[config.mk]
export PLATFORM = sky130hd
export DESIGN_NAME = encode_scheduler_flat
export DESIGN_NICKNAME = d
export VERILOG_FILES = /design/src/rtl/encode_scheduler_if.sv /design/src/rtl/encode_scheduler.sv /design/src/flat_wrapper.sv
export SDC_FILE = /design/constraint.sdc
export NUM_CORES = 1
export LEC_CHECK = 0
export CORE_UTILIZATION = 35
export CTS_BUF_LIST = sky130_fd_sc_hd__clkbuf_4 sky130_fd_sc_hd__clkbuf_8 sky130_fd_sc_hd__clkbuf_16
export DETAILED_ROUTE_END_ITERATION = 8
export PLACE_DENSITY = 0.6
export REMOVE_ABC_BUFFERS = 1
export SLEW_MARGIN = 5
export SYNTH_ARGS = -nofsm -noshare
export SYNTH_HDL_FRONTEND = slang
export SYNTH_SLANG_ARGS = --single-unit
[constraint.sdc]
create_clock -name clk -period 4.96 [get_ports clk]
set_clock_uncertainty 0.1 [all_clocks]
set_input_delay 1.488 -clock clk [delete_from_list [all_inputs] [get_ports clk]]
set_output_delay 1.488 -clock clk [all_outputs]
set_load 0.01 [all_outputs]
[src/rtl/encode_scheduler_if.sv]
// Encoder-side bundle of the band scheduler: band control inputs, page/MCU/ereq
// outputs to the three component encoders, packer tag and status.
// Handshake: ereq_* is a window strobe, not a valid/ready pair. The scheduler
// opens a window (exactly one ereq_* high for DCT_TH+1 cycles) only after
// pk_ready was sampled high on the last setup cycle. Once a window is open,
// no input can shorten or stall it.
interface encode_scheduler_if;
  logic [7:0] h_mcu;
  logic       band_done;
  logic       vsync;
  logic       pk_ready;
  logic       page;
  logic [7:0] e_x_mcu;
  logic       ereq_y;
  logic       ereq_cb;
  logic       ereq_cr;
  logic [1:0] comp_o;
  logic       busy;
  logic       band_end;
  logic       overrun;
  logic [2:0] state;

  modport master (
    input  h_mcu, band_done, vsync, pk_ready,
    output page, e_x_mcu, ereq_y, ereq_cb, ereq_cr, comp_o,
           busy, band_end, overrun, state
  );

  modport slave (
    output h_mcu, band_done, vsync, pk_ready,
    input  page, e_x_mcu, ereq_y, ereq_cb, ereq_cr, comp_o,
           busy, band_end, overrun, state
  );
endinterface

[src/rtl/encode_scheduler.sv]
// Band scheduler for the Y/Cb/Cr encoders. Flips the shared capture/encode page
// on each band, then walks MCU 0..h_mcu-1 issuing one ereq window per component,
// drains the encoder pipeline and signals band_end. The current FSM state is
// exported on bus.state.
module encode_scheduler #(
  parameter int         DCT_TH  = 28,
  parameter int         SETUP   = 2,
  parameter int         ENC_LAT = 6,
  parameter logic [7:0] X_BASE  = 8'd0
) (
  input logic                clk,
  input logic                rst_n,
  encode_scheduler_if.master bus
);

  typedef enum logic [2:0] {
    S_IDLE  = 3'd0,
    S_SETUP = 3'd1,
    S_REQ   = 3'd2,
    S_GAP   = 3'd3,
    S_DRAIN = 3'd4,
    S_END   = 3'd5
  } state_t;

  localparam logic [1:0] C_Y  = 2'd0;
  localparam logic [1:0] C_CB = 2'd1;
  localparam logic [1:0] C_CR = 2'd2;

  localparam logic [7:0] SETUP_LAST = 8'(SETUP - 1);
  localparam logic [7:0] REQ_LAST   = 8'(DCT_TH);
  localparam logic [7:0] DRAIN_LAST = 8'(ENC_LAT - 1);

  state_t     state;
  logic [7:0] cnt;
  logic [7:0] h_lat;
  logic [7:0] mcu;
  logic [1:0] comp;
  logic       stop;
  logic       page;
  logic [7:0] e_x_mcu;
  logic       ereq_y, ereq_cb, ereq_cr;
  logic       busy;
  logic       band_end;
  logic       overrun;
  logic [1:0] comp_pipe [ENC_LAT+1];

  // Main sequencer: page ownership, window timing, component/MCU walk, drain.
  always_ff @(posedge clk or negedge rst_n) begin
    if (!rst_n) begin
      state    <= S_IDLE;
      cnt      <= 8'd0;
      h_lat    <= 8'd0;
      mcu      <= 8'd0;
      comp     <= C_Y;
      stop     <= 1'b0;
      page     <= 1'b0;
      e_x_mcu  <= X_BASE;
      ereq_y   <= 1'b0;
      ereq_cb  <= 1'b0;
      ereq_cr  <= 1'b0;
      busy     <= 1'b0;
      band_end <= 1'b0;
      overrun  <= 1'b0;
    end else begin
      band_end <= 1'b0;
      // vsync clears first; a band_done that collides with a busy band re-sets.
      if (bus.band_done && state != S_IDLE) overrun <= 1'b1;
      else if (bus.vsync)                   overrun <= 1'b0;
      // vsync mid-band: finish the current window and its gap, then drain.
      if (bus.vsync && state != S_IDLE) stop <= 1'b1;
      case (state)
        S_IDLE: begin
          if (bus.band_done) begin
            page    <= ~page;
            e_x_mcu <= X_BASE;
            comp    <= C_Y;
            mcu     <= 8'd0;
            h_lat   <= bus.h_mcu;
            cnt     <= 8'd0;
            stop    <= 1'b0;
            busy    <= 1'b1;
            state   <= (bus.h_mcu == 8'd0) ? S_DRAIN : S_SETUP;
          end
        end
        S_SETUP: begin
          if (cnt == SETUP_LAST) begin
            if (bus.pk_ready) begin
              cnt     <= 8'd0;
              ereq_y  <= (comp == C_Y);
              ereq_cb <= (comp == C_CB);
              ereq_cr <= (comp == C_CR);
              state   <= S_REQ;
            end
          end else begin
            cnt <= cnt + 8'd1;
          end
        end
        S_REQ: begin
          if (cnt == REQ_LAST) begin
            cnt     <= 8'd0;
            ereq_y  <= 1'b0;
            ereq_cb <= 1'b0;
            ereq_cr <= 1'b0;
            state   <= S_GAP;
          end else begin
            cnt <= cnt + 8'd1;
          end
        end
        S_GAP: begin
          cnt <= 8'd0;
          if (comp == C_CR) begin
            comp    <= C_Y;
            e_x_mcu <= e_x_mcu + 8'd1;
            mcu     <= mcu + 8'd1;
          end else begin
            comp <= comp + 2'd1;
          end
          if ((comp == C_CR && mcu == h_lat - 8'd1) || stop || bus.vsync)
            state <= S_DRAIN;
          else
            state <= S_SETUP;
        end
        S_DRAIN: begin
          if (cnt == DRAIN_LAST) begin
            cnt      <= 8'd0;
            band_end <= 1'b1;
            state    <= S_END;
          end else begin
            cnt <= cnt + 8'd1;
          end
        end
        S_END: begin
          busy  <= 1'b0;
          state <= S_IDLE;
        end
        default: state <= S_IDLE;
      endcase
    end
  end

  // Component tag follows the encoder latency so it lines up with elen/edata.
  always_ff @(posedge clk or negedge rst_n) begin
    if (!rst_n) begin
      for (int i = 0; i <= ENC_LAT; i++) comp_pipe[i] <= C_Y;
    end else begin
      comp_pipe[0] <= comp;
      for (int i = 1; i <= ENC_LAT; i++) comp_pipe[i] <= comp_pipe[i-1];
    end
  end

  assign bus.page     = page;
  assign bus.e_x_mcu  = e_x_mcu;
  assign bus.ereq_y   = ereq_y;
  assign bus.ereq_cb  = ereq_cb;
  assign bus.ereq_cr  = ereq_cr;
  assign bus.comp_o   = comp_pipe[ENC_LAT];
  assign bus.busy     = busy;
  assign bus.band_end = band_end;
  assign bus.overrun  = overrun;
  assign bus.state    = state;

endmodule

[src/flat_wrapper.sv]
// flat-port wrapper written by rule: the top's interface ports become plain ports
module encode_scheduler_flat 
#(
  parameter int         DCT_TH  = 28,
  parameter int         SETUP   = 2,
  parameter int         ENC_LAT = 6,
  parameter logic [7:0] X_BASE  = 8'd0
)
  (clk, rst_n, bus_h_mcu, bus_band_done, bus_vsync, bus_pk_ready, bus_page, bus_e_x_mcu, bus_ereq_y, bus_ereq_cb, bus_ereq_cr, bus_comp_o, bus_busy, bus_band_end, bus_overrun, bus_state);
  encode_scheduler_if bus_i ();
  input logic clk;
  input logic rst_n;
  input wire logic [$bits(bus_i.h_mcu)-1:0] bus_h_mcu;
  input wire logic [$bits(bus_i.band_done)-1:0] bus_band_done;
  input wire logic [$bits(bus_i.vsync)-1:0] bus_vsync;
  input wire logic [$bits(bus_i.pk_ready)-1:0] bus_pk_ready;
  output wire logic [$bits(bus_i.page)-1:0] bus_page;
  output wire logic [$bits(bus_i.e_x_mcu)-1:0] bus_e_x_mcu;
  output wire logic [$bits(bus_i.ereq_y)-1:0] bus_ereq_y;
  output wire logic [$bits(bus_i.ereq_cb)-1:0] bus_ereq_cb;
  output wire logic [$bits(bus_i.ereq_cr)-1:0] bus_ereq_cr;
  output wire logic [$bits(bus_i.comp_o)-1:0] bus_comp_o;
  output wire logic [$bits(bus_i.busy)-1:0] bus_busy;
  output wire logic [$bits(bus_i.band_end)-1:0] bus_band_end;
  output wire logic [$bits(bus_i.overrun)-1:0] bus_overrun;
  output wire logic [$bits(bus_i.state)-1:0] bus_state;
  assign bus_i.h_mcu = bus_h_mcu;
  assign bus_i.band_done = bus_band_done;
  assign bus_i.vsync = bus_vsync;
  assign bus_i.pk_ready = bus_pk_ready;
  assign bus_page = bus_i.page;
  assign bus_e_x_mcu = bus_i.e_x_mcu;
  assign bus_ereq_y = bus_i.ereq_y;
  assign bus_ereq_cb = bus_i.ereq_cb;
  assign bus_ereq_cr = bus_i.ereq_cr;
  assign bus_comp_o = bus_i.comp_o;
  assign bus_busy = bus_i.busy;
  assign bus_band_end = bus_i.band_end;
  assign bus_overrun = bus_i.overrun;
  assign bus_state = bus_i.state;
  encode_scheduler #(.DCT_TH(DCT_TH), .SETUP(SETUP), .ENC_LAT(ENC_LAT), .X_BASE(X_BASE)) u_core (.clk(clk), .rst_n(rst_n), .bus(bus_i));
endmodule
==> flow_metrics.env, run 1 <==
export IMPL_status="completed"
export IMPL_crit_slowest_cell="dfrtp_1"
export IMPL_top_layer="met4"
export IMPL_netlist_area_leader_share_pct=53.2
export IMPL_yosysMostFrequentCell="dfrtp_1"
export IMPL_portBuffers=32
export IMPL_synth_area_mm2=0.00277
export IMPL_fin_crit_sh_pct=63.7
export IMPL_critPathKind="flop to output pin"
export IMPL_r2r_setup_slack_ns=2.43
export IMPL_die_w_um=91.0
export IMPL_netlist_top_cells_count="dfrtp_1, nand2_1, nor2_1, xor2_1, xnor2_1"
export IMPL_track_usage_pct=14.4
export IMPL_numCtsBuffers=9
export IMPL_cts_resized=0
export IMPL_hp_class="flop to flop"
export IMPL_p_total_mw=1.73
export IMPL_drt_iter0_markers=93
export IMPL_final_cell_count_no_fill=410
export IMPL_finalCriticalPeriod_ns=3.16
export IMPL_antenna_cells=0
export IMPL_ys_flop_type="dfrtp_1"
export IMPL_cts_sinks=59
export IMPL_drc=0
export IMPL_die_area_mm2=0.00829
export IMPL_async_flop_share_pct=100
export IMPL_grt_pass1_wl_um=9280
export IMPL_core_area_mm2=0.00769
export IMPL_dp_cells=394
export IMPL_crit_fanout=13
export IMPL_crit_path_start_kind="flop"
export IMPL_maxSlewViolCount=0
export IMPL_wirelength_um=5480
export IMPL_dp_hpwl_um=3900
export IMPL_critPathTopFamily="flip-flops"
export IMPL_fin_area_mm2=0.00335
export IMPL_hold_viol_final=0
export IMPL_placed_area_mm2=0.00317
export IMPL_post_drt_via_cell_ratio=4.85
export IMPL_layout_drive_gt1_share_pct=9.09
export IMPL_ys_types=44
export IMPL_gp_congestion=0.786
export IMPL_cp_num_buf_inv=1
export IMPL_ys_seq_area_share_pct=53.2
export IMPL_worstMarginPinSlew_ns=0.761
export IMPL_cts_tree="yes"
export IMPL_yosysWarningCount=0
export IMPL_critical_path_cell_count=1
export IMPL_synth_cells=269
export IMPL_clock_path_buffers=2
export IMPL_grt_overflow=0
export IMPL_yosys_top_cells_area="dfrtp_1, xor2_1, nand2_1"
export IMPL_cp_arrival_ns=1.57
export IMPL_pin_count=33
export IMPL_dr_wl_met2_um=2550
export IMPL_hold_buffers=0
export IMPL_first_pass_iters=4
export IMPL_finalSetupTns_ns=0
export IMPL_clk_latency_ns=0.33
export IMPL_critPathMaxStageDelay_ns=0.62
export IMPL_cp_required_ns=3.37
export IMPL_path_clk_slew_ns=0.08
export IMPL_drv_cap=0
export IMPL_area_growth_pct=20.8
export IMPL_synth_top_cell_by_area="dfrtp_1"
export IMPL_holdWs_ns=0.247
export IMPL_slew_headroom_pct=49.1
export IMPL_nNetsFinal=322
export IMPL_setup_violations=0
export IMPL_post_drt_wl_per_cell_um=13.4
export IMPL_syn_area_per_cell_um2=10.3
export IMPL_grt_max_degree=32
export IMPL_ys_ff_latch=59
export IMPL_fmax_mhz=317
export IMPL_row_count=32
export IMPL_cts_root_buf="clkbuf_8"
export IMPL_rsz0062_at_grt="no"
export IMPL_initial_utilization_pct=36.1
export IMPL_antenna_found_initial=0
export IMPL_ant_nets=0
export IMPL_power_density_mw_per_mm2=517
export IMPL_leakage_nw=1.49
export IMPL_worst_r2r_path_depth=6
export IMPL_cts_max_level=3
export IMPL_synth_edf_count=0
export IMPL_crit_chain="clkdlybuf4s50_1"
export IMPL_ir_drop_mv=0.184
export IMPL_vias=1990
export IMPL_crit_path_end_kind="output pin"
export IMPL_wl_met1_um=2710
export IMPL_die_h_um=91.0
export IMPL_wl_met3_um=151
export IMPL_cts_setup_buffers=0
export IMPL_holdPathStages=0
export IMPL_grt_pass1_vias=1929
## placed cells by master (no fill, tap or decap), drive strengths merged, types with 3 or more instances in the layout
master and n:
a21oi 6, and2 3, and3 6, buf 3
clkbuf 9, clkdlybuf4s50 31, dfrtp 59, ha 6
inv 13, nand2 34, nand2b 4, nand3 11
nand4 10, nor2 32, nor3 5, nor4 5
o21ai 10, o31ai 3, xnor2 12, xor2 16
## sequential cells by signal, indices dropped and copies added (netlist names), 2 cells and up
register            count
u_core.bus.e_x_mcu      8
u_core.cnt              8
u_core.comp_pipe       12
u_core.bus.state        3
u_core.h_lat            8
u_core.bus.comp_o       2
u_core.comp             2
u_core.mcu              8
## worst paths after layout
path,from,end
worst max-delay path,u_core.bus.state[1],bus_state[1]
worst min-delay path,u_core.comp_pipe[4],u_core.comp_pipe[2]
worst max register to register,u_core.bus.state[1],u_core.mcu[5]
worst min register to register,u_core.comp_pipe[4],u_core.comp_pipe[2]
max in group asynchronous,rst_n,u_core.h_lat[4]
min in group asynchronous,rst_n,u_core.h_lat[2]
## power breakdown
part	switching [mW]	internal, mW
sequential	0.138	0.614
clock	0.216	0.189
combinational	0.307	0.270
## routing by layer
metal  track usage (%)  up-vias
li1                  -      998
met1              19.7      959
met2              21.5       28
met3              3.69        5
met4              5.95        0
met5                 0        -
## metrics by stage
step	utilization (%)	setup WS (ns)
final	43.6	1.80
after global routing	43.6	1.73
after CTS	43.6	1.79
after detailed placement	41.2	1.54
after global placement	41.2	1.56
after floorplan	-	2.11
## kinds of logic after synthesis
group | Yosys count | share of synthesized area [%]
DFF | 59 | 53.2
and+or+nand+nor | 120 | 22.2
xor gates and xnor gates | 28 | 8.84
adders and majority gates | 6 | 2.71
muxes | 3 | 1.17
buffers and inverters | 20 | 3.47
AOI/OAI and AO/OA | 33 | 8.35
## layout make-up
type	count	area (um2)
Inverter	9	33.8
Clock buffer	9	124
Sequential cell	59	1480
Tap cell	102	128
Fill cell	741	4340
Multi-Input combinational cell	190	1200
Clock inverter	7	58.8
Timing Repair Buffer	34	330
Note: power is estimated with default switching activity, not from simulation.
==> run 2, diff against run 1 <==
Clock period 4.96 ns to 3.25 ns, I/O delays scaled along.
==> run 2 against run 1 <==
  * Combinational power is 55% higher
  * Die area stayed put
  * Highest routed layer unchanged
  * Setup slack worse by 1.2 ns
  * Routed wire length is 5.4% higher
  * Sequential share of layout area is 1.0 points lower
  * Critical path type unchanged
  * Final cell count is 0.24% higher
  * Largest power group unchanged
  * Core utilization is 1.1 points higher
  * Non-clock buffer count is 2 higher
  * Sequential power is 53% higher
  * First-iteration DRC count is 5.4% lower
  * Cell area is 2.4% higher
  * Critical path depth stayed put
==> flow_metrics.env, run 2 (synthesis gave the netlist of run 1 again) <==
export IMPL_critPathTopFamily="buffers and inverters"
export IMPL_hold_buffers=0
export IMPL_setup_violations=0
export IMPL_clock_path_buffers=2
export IMPL_core_area_mm2=0.00769
export IMPL_grt_max_degree=35
export IMPL_crit_end="bus_state[2]"
export IMPL_vias=2043
export IMPL_post_drt_via_cell_ratio=4.97
export IMPL_layout_drive_gt1_share_pct=9.39
export IMPL_fin_area_mm2=0.00343
export IMPL_antenna_found_initial=0
export IMPL_critPathMaxStageDelay_ns=0.62
export IMPL_r2r_end="u_core.bus.state[2]"
export IMPL_cp_startpoint="u_core.bus.state[2]"
export IMPL_pin_count=33
export IMPL_n_fill_cell=749
export IMPL_worstMarginPinSlew_ns=0.584
export IMPL_ir_drop_mv=0.235
export IMPL_cts_max_level=3
export IMPL_crit_fanout=13
export IMPL_dp_hpwl_um=4090
export IMPL_cts_setup_buffers=0
export IMPL_r2r_setup_slack_ns=0.96
export IMPL_critical_path_cell_count=1
export IMPL_cts_tree="yes"
export IMPL_power_density_mw_per_mm2=842
export IMPL_grt_pass1_vias=2014
export IMPL_crit_slowest_cell="clkdlybuf4s50_1"
export IMPL_wirelength_um=5770
export IMPL_wl_met3_um=142
export IMPL_rsz0062_at_grt="no"
export IMPL_numCtsBuffers=9
export IMPL_ant_nets=0
export IMPL_max_flop_register="u_core.comp_pipe"
export IMPL_crit_path_end_kind="output pin"
export IMPL_initial_utilization_pct=36.1
export IMPL_top_layer="met4"
export IMPL_grt_pass1_wl_um=9810
export IMPL_cts_root_buf="clkbuf_8"
export IMPL_hp_class="flop to flop"
export IMPL_finalSetupTns_ns=0
export IMPL_status="completed"
export IMPL_cp_num_buf_inv=1
export IMPL_die_w_um=91.0
export IMPL_leakage_nw=1.54
export IMPL_portBuffers=32
export IMPL_multiInputGateArea_mm2=0.00120
export IMPL_area_growth_pct=23.8
export IMPL_reg2reg_from="u_core.bus.state[2]"
export IMPL_cts_resized=0
export IMPL_largest_reg_flops=12
export IMPL_drv_cap=0
export IMPL_cp_arrival_ns=1.57
export IMPL_row_count=32
export IMPL_fmax_mhz=378
export IMPL_maxSlewViolCount=0
export IMPL_cp_required_ns=2.17
export IMPL_fin_crit_sh_pct=81.4
export IMPL_hold_viol_final=0
export IMPL_slew_headroom_pct=60.7
export IMPL_post_drt_wl_per_cell_um=14.0
export IMPL_critPathKind="flop to output pin"
export IMPL_nNetsFinal=324
export IMPL_final_util_pct=44.7
export IMPL_gp_congestion=0.760
export IMPL_cts_sinks=59
export IMPL_track_usage_pct=15.3
export IMPL_placed_area_mm2=0.00318
export IMPL_antenna_cells=0
export IMPL_grt_overflow=0
export IMPL_path_clk_slew_ns=0.07
export IMPL_layout_commonest_cell="dfrtp_1"
export IMPL_die_area_mm2=0.00829
export IMPL_crit_path_start_kind="flop"
export IMPL_drc=0
export IMPL_regArea_mm2=0.00148
export IMPL_drt_iter0_markers=88
export IMPL_first_pass_iters=4
export IMPL_most_common_layout_cells="dfrtp_1, nand2_1, nor2_1"
export IMPL_clk_latency_ns=0.34
export IMPL_die_h_um=91.0
export IMPL_worst_r2r_path_depth=5
export IMPL_crit_chain="clkdlybuf4s50_1"
export IMPL_dr_wl_met2_um=2810
export IMPL_finalCriticalPeriod_ns=2.65
export IMPL_wl_met1_um=2760
export IMPL_holdWs_ns=0.248
## run 2: cell count changes in the layout (fill, tap and decap cells not counted)
cell | before | now
buf_4 | 2 | 4
clkinv_4 | 1 | 0
clkinvlp_4 | 2 | 1
inv_6 | 4 | 0
bufinv_16 | 0 | 3
clkbuf_8 | 9 | 11
## run 2: routing by layer
metal / global-route usage [%] / vias to the layer above
met2: 23.4 / 27
met3: 3.52 / 7
li1: - / 1003
met5: 0 / -
met1: 20.4 / 1006
met4: 7.54 / 0
## run 2: where the power goes
group | switching (mW) | internal [mW]
Sequential | 0.214 | 0.939
Clock | 0.296 | 0.547
Combinational | 0.481 | 0.414
## run 2: worst min path at each step
| stage | end | slack (ns) | depth (start not counted) | start |
|---|---|---|---|---|
| final | u_core.comp_pipe[10] | 0.25 | 0 | u_core.comp_pipe[12] |
| after global routing | u_core.comp_pipe[10] | 0.25 | 0 | u_core.comp_pipe[12] |
| after CTS | u_core.comp_pipe[10] | 0.25 | 0 | u_core.comp_pipe[12] |
| after detailed placement | u_core.comp_pipe[11] | 0.24 | 0 | u_core.comp_pipe[13] |
| after global placement | u_core.comp_pipe[8] | 0.23 | 0 | u_core.comp_pipe[10] |
| after floorplan | u_core.bus.comp_o[0] | 0.23 | 0 | u_core.comp_pipe[2] |
## run 2: metrics by stage
step	power, mW	setup WS [ns]	instances
final	2.89	0.605	411
after global routing	3.08	0.535	411
after CTS	2.92	0.597	411
after detailed placement	2.06	0.453	396
after global placement	2.04	0.478	396
after floorplan	1.72	0.916	258
## run 2: cell type report
type	count	share of cell area [%]
tap	102	3.72
multi-input combinational	190	35.0
clock buffer	11	4.41
sequential	59	43.0
timing repair buffer	36	10.1
clock inverter	4	2.84
inverter	9	0.984
==> variant, RTL diff (flow settings as in run 2) <==
Make the reset (`rst_n`) synchronous in 2 clocked blocks.
--- a/src/rtl/encode_scheduler.sv
+++ b/src/rtl/encode_scheduler.sv
@@ -47,3 +47,3 @@
   // Main sequencer: page ownership, window timing, component/MCU walk, drain.
-  always_ff @(posedge clk or negedge rst_n) begin
+  always_ff @(posedge clk) begin
     if (!rst_n) begin
@@ -141,3 +141,3 @@
   // Component tag follows the encoder latency so it lines up with elen/edata.
-  always_ff @(posedge clk or negedge rst_n) begin
+  always_ff @(posedge clk) begin
     if (!rst_n) begin
Check against the original RTL: differs if rst_n is asserted again (counterexample within 4 cycles, from zero or initial values and one cycle with rst_n low); with rst_n held inactive, the same outputs for 10 cycles.
==> variant against run 2 <==
Global-route usage is 0.16 points lower; wire length is 1.3% higher; final area is 3.2% lower; power is 29% lower; first-iteration DRC count is 10% higher; hold slack better by 84 ps; sequential cell count stayed put; setup slack worse by 40 ps; area after synthesis is 1.8% lower; highest routed layer unchanged.
==> variant: results <==
[cells_and_area]
layout.cells.non_filler = 449
final_nets = 364
fill_cells = 751
drive_above_1_share_pct = 8.29
largest_reg_flops = 14

[setup_path]
cp.arrival_ps = 1610
crit_fanout = 15
critPathMaxStageDelay_ps = 640

[global_route]
grt_pass1_wl_um = 9850
grt_pass1_vias = 2035
grt.total_usage_pct = 15.1
grt_max_degree = 19

[logic_synthesis]
ys_types = 47
async_flop_share_pct = 0
syn_area_per_cell_um2 = 8.79
yosysSeqAreaShare_pct = 43.4
synth_commonest_cells = "dfxtp_1, nor2_1, nand2_1"
ys_top_cells_by_area = "dfxtp_1, xor2_1, nor2_1"

[place]
dp_hpwl_um = 4080
placed_area_mm2 = 0.00314
dpl.cell_count = 433
pre_cts_ws_ps = 218
gp_congestion = 0.817

[outcome]
status = "complete, no violations"

[drt]
dr.pass1.iters = 5
finalWirelength_um = 5850
via_count = 2246

[sta]
worst_pin_slew_ps = 643
finalSetupViolations = 0

[clocking]
insertion_delay_ps = 340

[power]
p_leak_nw = 1.26
p_sw_share_pct = 34.5
ir_drop_v = 0.000282
[variant: power groups by stage]
| stage | clock [mW] | sequential [mW] | combinational (mW) |
|---|---|---|---|
| 6_report | 0.603 | 0.872 | 0.566 |
| 3_3_place_gp | 0 | 0.888 | 0.561 |
| 3_5_place_dp | 0 | 0.885 | 0.565 |
| 2_1_floorplan | 0 | 0.872 | 0.379 |
| 5_1_grt | 0.657 | 0.885 | 0.632 |
| 4_1_cts | 0.624 | 0.869 | 0.568 |
[variant: logic make-up (layout without fill, tap and decap cells)]
kind of cell	count (synthesis)	after routing	synth area share, %
compound gates	46	46	11.0
buf+inv	21	61	3.72
flops	59	59	43.4
fa+ha+maj	6	6	2.76
simple gates	147	147	29.0
xor+xnor	27	27	8.68
mux	4	4	1.47
[variant: final cells by class]
cell class / instances / area, um^2 / share of cell area (%)
well taps: 99 / 124 / 3.73
flip-flops and latches: 59 / 1180 / 35.5
multi-input cells: 230 / 1450 / 43.6
clock buffers: 10 / 138 / 4.14
repair buffers: 38 / 365 / 11.0
inverters: 7 / 26.3 / 0.791
clock inverters: 6 / 41.3 / 1.24
[variant: metal layers]
layer | global-route usage, % | up-vias | part of all wire, %
met3 | 4.99 | 6 | 4.0
met2 | 22.4 | 47 | 43
met5 | 0 | - | 0
met1 | 20.2 | 1037 | 51
li1 | - | 1156 | -
met4 | 6.05 | 0 | 1.4
[variant: path summary, 6_finish.rpt]
path	startpoint	to	slack [ps]	cells after the start
max	u_core.bus.state[1]	bus_state[1]	560	1
min	u_core.comp_pipe[0][5]	u_core.comp_pipe[0][7]	330	1
max reg2reg	u_core.cnt[0]	u_core.bus.ereq_cr	910	6
min reg2reg	u_core.comp_pipe[0][5]	u_core.comp_pipe[0][7]	330	1
